## src/rtl/imul_arb_ctrl_if.sv

```systemverilog
// Bundles the two requester channels and the multiplier-unit channel of the
// arbitration controller into one val/rdy interface.
interface imul_arb_ctrl_if #(
    parameter int p_req_nbits  = 64,
    parameter int p_resp_nbits = 32
);
    logic                    req0_val;
    logic                    req0_rdy;
    logic [p_req_nbits-1:0]  req0_msg;
    logic                    req1_val;
    logic                    req1_rdy;
    logic [p_req_nbits-1:0]  req1_msg;

    logic                    resp0_val;
    logic                    resp0_rdy;
    logic [p_resp_nbits-1:0] resp0_msg;
    logic                    resp1_val;
    logic                    resp1_rdy;
    logic [p_resp_nbits-1:0] resp1_msg;

    logic                    unit_req_val;
    logic                    unit_req_rdy;
    logic [p_req_nbits-1:0]  unit_req_msg;
    logic                    unit_resp_val;
    logic                    unit_resp_rdy;
    logic [p_resp_nbits-1:0] unit_resp_msg;

    // master: the controller itself
    modport master (
        input  req0_val, req0_msg, req1_val, req1_msg,
        input  resp0_rdy, resp1_rdy,
        input  unit_req_rdy, unit_resp_val, unit_resp_msg,
        output req0_rdy, req1_rdy,
        output resp0_val, resp0_msg, resp1_val, resp1_msg,
        output unit_req_val, unit_req_msg, unit_resp_rdy
    );

    // slave: requesters plus multiplier unit surrounding the controller
    modport slave (
        output req0_val, req0_msg, req1_val, req1_msg,
        output resp0_rdy, resp1_rdy,
        output unit_req_rdy, unit_resp_val, unit_resp_msg,
        input  req0_rdy, req1_rdy,
        input  resp0_val, resp0_msg, resp1_val, resp1_msg,
        input  unit_req_val, unit_req_msg, unit_resp_rdy
    );
endinterface

```

## src/rtl/imul_arb_ctrl.sv

```systemverilog
// Round-robin arbiter that shares one iterative multiplier between two
// requesters: accept one request, issue it, route the product back to its owner.
module imul_arb_ctrl #(
    parameter int p_req_nbits  = 64,
    parameter int p_resp_nbits = 32
) (
    input  logic             clk,
    input  logic             reset,
    imul_arb_ctrl_if.master  bus
);

    typedef enum logic [1:0] {
        IDLE  = 2'd0,
        ISSUE = 2'd1,
        WAIT  = 2'd2
    } state_t;

    state_t                 state_q, state_d;
    logic                   prio_q, prio_d;
    logic                   owner_q, owner_d;
    logic [p_req_nbits-1:0] msg_q;

    logic                   grant;
    logic                   accept;
    logic                   owner_resp_rdy;

    always_ff @(posedge clk) begin
        if (reset) begin
            state_q <= IDLE;
            prio_q  <= 1'b0;
            owner_q <= 1'b0;
        end else begin
            state_q <= state_d;
            prio_q  <= prio_d;
            owner_q <= owner_d;
        end
    end

    // Operand register has no reset: it is only observed after being loaded.
    always_ff @(posedge clk) begin
        if (accept) begin
            msg_q <= grant ? bus.req1_msg : bus.req0_msg;
        end
    end

    always_comb begin
        state_d        = state_q;
        prio_d         = prio_q;
        owner_d        = owner_q;
        accept         = 1'b0;
        grant          = (bus.req0_val && bus.req1_val) ? prio_q : bus.req1_val;
        owner_resp_rdy = owner_q ? bus.resp1_rdy : bus.resp0_rdy;

        bus.req0_rdy      = 1'b0;
        bus.req1_rdy      = 1'b0;
        bus.resp0_val     = 1'b0;
        bus.resp1_val     = 1'b0;
        bus.unit_req_val  = 1'b0;
        bus.unit_resp_rdy = 1'b0;
        bus.unit_req_msg  = msg_q;
        bus.resp0_msg     = bus.unit_resp_msg;
        bus.resp1_msg     = bus.unit_resp_msg;

        // Handshake outputs stay quiet for the whole time reset is high.
        if (!reset) begin
            case (state_q)
                IDLE: begin
                    bus.req0_rdy = bus.req0_val && !grant;
                    bus.req1_rdy = bus.req1_val && grant;
                    if (bus.req0_val || bus.req1_val) begin
                        accept  = 1'b1;
                        owner_d = grant;
                        prio_d  = ~grant;
                        state_d = ISSUE;
                    end
                end
                ISSUE: begin
                    bus.unit_req_val = 1'b1;
                    if (bus.unit_req_rdy) begin
                        state_d = WAIT;
                    end
                end
                WAIT: begin
                    bus.resp0_val     = bus.unit_resp_val && !owner_q;
                    bus.resp1_val     = bus.unit_resp_val && owner_q;
                    bus.unit_resp_rdy = owner_resp_rdy;
                    if (bus.unit_resp_val && owner_resp_rdy) begin
                        state_d = IDLE;
                    end
                end
                default: state_d = IDLE;
            endcase
        end
    end

    a_unit_req_rdy_known: assert property (@(posedge clk) disable iff (reset)
        !$isunknown(bus.unit_req_rdy));
    a_unit_resp_val_known: assert property (@(posedge clk) disable iff (reset)
        !$isunknown(bus.unit_resp_val));
    a_req_val_known: assert property (@(posedge clk) disable iff (reset)
        !$isunknown({bus.req0_val, bus.req1_val}));

endmodule

```

## src/flat_wrapper.sv

```systemverilog
// flat-port wrapper written by rule: the top's interface ports become plain ports
module imul_arb_ctrl_flat 
#(
    parameter int p_req_nbits  = 64,
    parameter int p_resp_nbits = 32
)
  (clk, reset, bus_req0_val, bus_req0_msg, bus_req1_val, bus_req1_msg, bus_resp0_rdy, bus_resp1_rdy, bus_unit_req_rdy, bus_unit_resp_val, bus_unit_resp_msg, bus_req0_rdy, bus_req1_rdy, bus_resp0_val, bus_resp0_msg, bus_resp1_val, bus_resp1_msg, bus_unit_req_val, bus_unit_req_msg, bus_unit_resp_rdy);
  imul_arb_ctrl_if #(.p_req_nbits(p_req_nbits), .p_resp_nbits(p_resp_nbits)) bus_i ();
  input  logic clk;
  input  logic reset;
  input wire logic [$bits(bus_i.req0_val)-1:0] bus_req0_val;
  input wire logic [$bits(bus_i.req0_msg)-1:0] bus_req0_msg;
  input wire logic [$bits(bus_i.req1_val)-1:0] bus_req1_val;
  input wire logic [$bits(bus_i.req1_msg)-1:0] bus_req1_msg;
  input wire logic [$bits(bus_i.resp0_rdy)-1:0] bus_resp0_rdy;
  input wire logic [$bits(bus_i.resp1_rdy)-1:0] bus_resp1_rdy;
  input wire logic [$bits(bus_i.unit_req_rdy)-1:0] bus_unit_req_rdy;
  input wire logic [$bits(bus_i.unit_resp_val)-1:0] bus_unit_resp_val;
  input wire logic [$bits(bus_i.unit_resp_msg)-1:0] bus_unit_resp_msg;
  output wire logic [$bits(bus_i.req0_rdy)-1:0] bus_req0_rdy;
  output wire logic [$bits(bus_i.req1_rdy)-1:0] bus_req1_rdy;
  output wire logic [$bits(bus_i.resp0_val)-1:0] bus_resp0_val;
  output wire logic [$bits(bus_i.resp0_msg)-1:0] bus_resp0_msg;
  output wire logic [$bits(bus_i.resp1_val)-1:0] bus_resp1_val;
  output wire logic [$bits(bus_i.resp1_msg)-1:0] bus_resp1_msg;
  output wire logic [$bits(bus_i.unit_req_val)-1:0] bus_unit_req_val;
  output wire logic [$bits(bus_i.unit_req_msg)-1:0] bus_unit_req_msg;
  output wire logic [$bits(bus_i.unit_resp_rdy)-1:0] bus_unit_resp_rdy;
  assign bus_i.req0_val = bus_req0_val;
  assign bus_i.req0_msg = bus_req0_msg;
  assign bus_i.req1_val = bus_req1_val;
  assign bus_i.req1_msg = bus_req1_msg;
  assign bus_i.resp0_rdy = bus_resp0_rdy;
  assign bus_i.resp1_rdy = bus_resp1_rdy;
  assign bus_i.unit_req_rdy = bus_unit_req_rdy;
  assign bus_i.unit_resp_val = bus_unit_resp_val;
  assign bus_i.unit_resp_msg = bus_unit_resp_msg;
  assign bus_req0_rdy = bus_i.req0_rdy;
  assign bus_req1_rdy = bus_i.req1_rdy;
  assign bus_resp0_val = bus_i.resp0_val;
  assign bus_resp0_msg = bus_i.resp0_msg;
  assign bus_resp1_val = bus_i.resp1_val;
  assign bus_resp1_msg = bus_i.resp1_msg;
  assign bus_unit_req_val = bus_i.unit_req_val;
  assign bus_unit_req_msg = bus_i.unit_req_msg;
  assign bus_unit_resp_rdy = bus_i.unit_resp_rdy;
  imul_arb_ctrl #(.p_req_nbits(p_req_nbits), .p_resp_nbits(p_resp_nbits)) u_core (.clk(clk), .reset(reset), .bus(bus_i));
endmodule
```

## config.mk

```make
export PLATFORM = sky130hd
export DESIGN_NAME = imul_arb_ctrl_flat
export DESIGN_NICKNAME = d
export VERILOG_FILES = /design/src/rtl/imul_arb_ctrl_if.sv /design/src/rtl/imul_arb_ctrl.sv /design/src/flat_wrapper.sv
export SDC_FILE = /design/constraint.sdc
export NUM_CORES = 1
export LEC_CHECK = 0
export CAP_MARGIN = 0
export CORE_AREA = 4 4 115 117
export CTS_CLUSTER_SIZE = 20
export DETAILED_ROUTE_END_ITERATION = 7
export DIE_AREA = 0 0 119 121
export GPL_TIMING_DRIVEN = 0
export HOLD_SLACK_MARGIN = 0.1
export PLACE_DENSITY = 0.83
export SLEW_MARGIN = 20
export SYNTH_ARGS = -nofsm -noshare
export SYNTH_HDL_FRONTEND = slang
export SYNTH_SLANG_ARGS = --single-unit
```

## constraint.sdc

```tcl
create_clock -name clk -period 4.3 [get_ports clk]
set_input_delay 0.645 -clock clk [delete_from_list [all_inputs] [get_ports clk]]
set_output_delay 0.645 -clock clk [all_outputs]
set_load 0.02 [all_outputs]
```

==> impl_metrics.tcl <==
set metrics [dict create \
    run_status "completed" \
    grt_pass1_wl_um 17510 \
    clkSinkCount 68 \
    leakage_nw 2.707 \
    min_period_ns 3.183 \
    finalCritPeriodShare 0.7402 \
    multi_input_area_um2 1027 \
    slew_headroom 0.6690 \
    place_area_um2 6583 \
    place.gp.congestion 0.8613 \
    yosysSeqAreaShare 0.5531 \
    crit_arrival_ns 2.54 \
    critPathSlowestCell "clkdlybuf4s50_1" \
    cp.buffers_inverters 2 \
    antenna_found_initial 0 \
    fin_nets 681 \
    hold_violations 0 \
    worstSetupPathType "input pin to primary output" \
    die_height_um 121 \
    required_ns 3.65 \
    max_stage_delay_ns 0.66 \
    powerDensity_nw_per_um2 313.9 \
    synth_top_cell_area_share 0.5309 \
    place_ws_ns 1.108 \
    numCtsBuffers 9 \
    grt_max_degree 30 \
    yosys.area.top_type "edfxtp_1" \
    cp_cell_sequence "clkdlybuf4s50_1 -> or3_1 -> a211oi_1 -> clkdlybuf4s50_1" \
    vias 2860 \
    mappedNetlistArea_um2 3620 \
    fmax_mhz 314.2 \
    clk_pin_slew_worst_paths_ns 0.06 \
    grtUsageTotal 0.1590 \
    tightest_slew_ns 0.4953 \
    clock_skew_ns 0.01275 \
    coreArea_um2 12360 \
    cts_setup_buffers 0 \
    diodes 0 \
    drt-total-wl_um 11920 \
    cts-resized-gates 0 \
    cap_violations 0 \
    final_common_cell "clkdlybuf4s50_1" \
    die_w_um 119 \
    syn_inst 231 \
    vdd_drop_max_mv 0.1479 \
    cts_tree "built" \
    cp-start-kind "input pin" \
    start_util 0.2928 \
    postCtsHoldBufs 0 \
    crit_family "buffers and inverters" \
    fin_ws_ns 1.117 \
    crit_fanout 7 \
    drt_pass1_iterations 4 \
    grt_pass1_vias 3179 \
    fp-row-count 41 \
    area_growth_pct 90.60 \
    yosys_warnings 0 \
    layout.area.seq_um2 2002 \
    overflow 0 \
    rsz0062_at_grt "false" \
    path_common_cell "clkdlybuf4s50_1" \
    mostFrequentLayoutCells "clkdlybuf4s50_1 (269), buf_4 (66), edfxtp_1 (64), mux2_4 (38), mux2_2 (22)" \
    root_buffer "clkbuf_16" \
    slew_viol_final 0 \
    ys_ff_latch 68 \
    fillers 956 \
    avgRoutedWirePerCell_um 17.28 \
    htree_num_levels 3 \
    ant_nets 0 \
    hold_class "register to register" \
    finalSetupTns_ns 0 \
    final_util 0.5580 \
    synthTopCellsByArea "edfxtp_1 (53%), mux2_4 (16%), buf_4 (14%)" \
    portBuffers 269 \
    drt-initial-drc-count 164 \
    post_synth.cell_area_avg_um2 15.67 \
    finalSetupViolations 0 \
    synthesis.nets 399 \
    layout-drive-gt1-share 0.2915 \
    die_area_um2 14400 \
    viasPerCell 4.145 \
    crit_path_end_kind "primary output" \
    synthDistinctLibCells 28 \
    boundaryPins 302 \
    fin_area_um2 6899 \
    hpwl_um 9895 \
    cts_buffer_depth 2 \
    clock_latency_ns 0.32 \
    drc 0 \
]
## tightest hold or removal path: stages (launching register included)
cell,delay (ns)
dfxtp_1,0.33
inv_1,0.08
o32ai_1,0.09
## cell usage after synthesis, drive strengths merged
library cell / n
edfxtp: 64
nor4b: 1
buf: 72
o32ai: 1
or3b: 1
nand3b: 1
mux2i: 1
nor2b: 1
nand2b: 1
nor3b: 1
inv: 3
nor3: 4
or3: 1
mux2: 64
a21oi: 2
dfxtp: 4
a211oi: 1
nor2: 5
a2111oi: 1
o21ai: 2
## power by group
| group | leakage (nW) | switching, mW | internal [mW] |
|---|---|---|---|
| combinational | 1.93 | 0.229 | 0.359 |
| clock | 0.147 | 0.271 | 0.504 |
| sequential | 0.632 | 0.0139 | 0.788 |
| total | 2.71 | 0.514 | 1.65 |
## cells by family after synthesis
group,after synthesis,synth area share
buf+inv,75,0.1652
flops,68,0.5531
mux,65,0.2413
simple gates,16,0.02489
compound gates,7,0.01556
## area by class of cell
class / count / share of cell area
inverter: 3 / 0.001632
clock inverter: 7 / 0.01324
sequential: 68 / 0.2902
timing repair buffer: 271 / 0.3972
buffer: 72 / 0.08506
multi-input combinational: 88 / 0.1489
tap: 172 / 0.03119
clock buffer: 9 / 0.03264
## flip-flops by register name (all words and copies together), names as in the netlist
name,count
u_core.bus.unit_req_msg,64
u_core.owner_q,1
u_core.prio_q,1
u_core.state_q,2
## metrics by stage
stage	std cells	hold slack [ns]	total power, mW
global route	690	0.5900	2.253
floorplan	231	0.4997	1.101
CTS	690	0.5485	2.186
finish	690	0.5492	2.166
global placement	672	0.5256	1.393
detailed placement	674	0.5379	1.407
## metal layers
metal / vias up / wire, um / global-route usage
met5: - / 0 / 0
met4: 0 / 194 / 0.04417
met3: 16 / 1328 / 0.07459
met2: 197 / 6272 / 0.2889
met1: 1300 / 4128 / 0.1636
li1: 1347 / - / -
## final timing paths
path                                        start                     endpoint  slack, ns  cells after the start
worst max-delay path                        reset                 bus_req0_rdy       1.12                      4
worst min-delay path               u_core.owner_q               u_core.owner_q       0.55                      2
worst max register to register  u_core.state_q[0]  u_core.bus.unit_req_msg[51]       2.15                      5
worst min register to register     u_core.owner_q               u_core.owner_q       0.55                      2
Note: power is estimated with default switching activity, not from simulation.
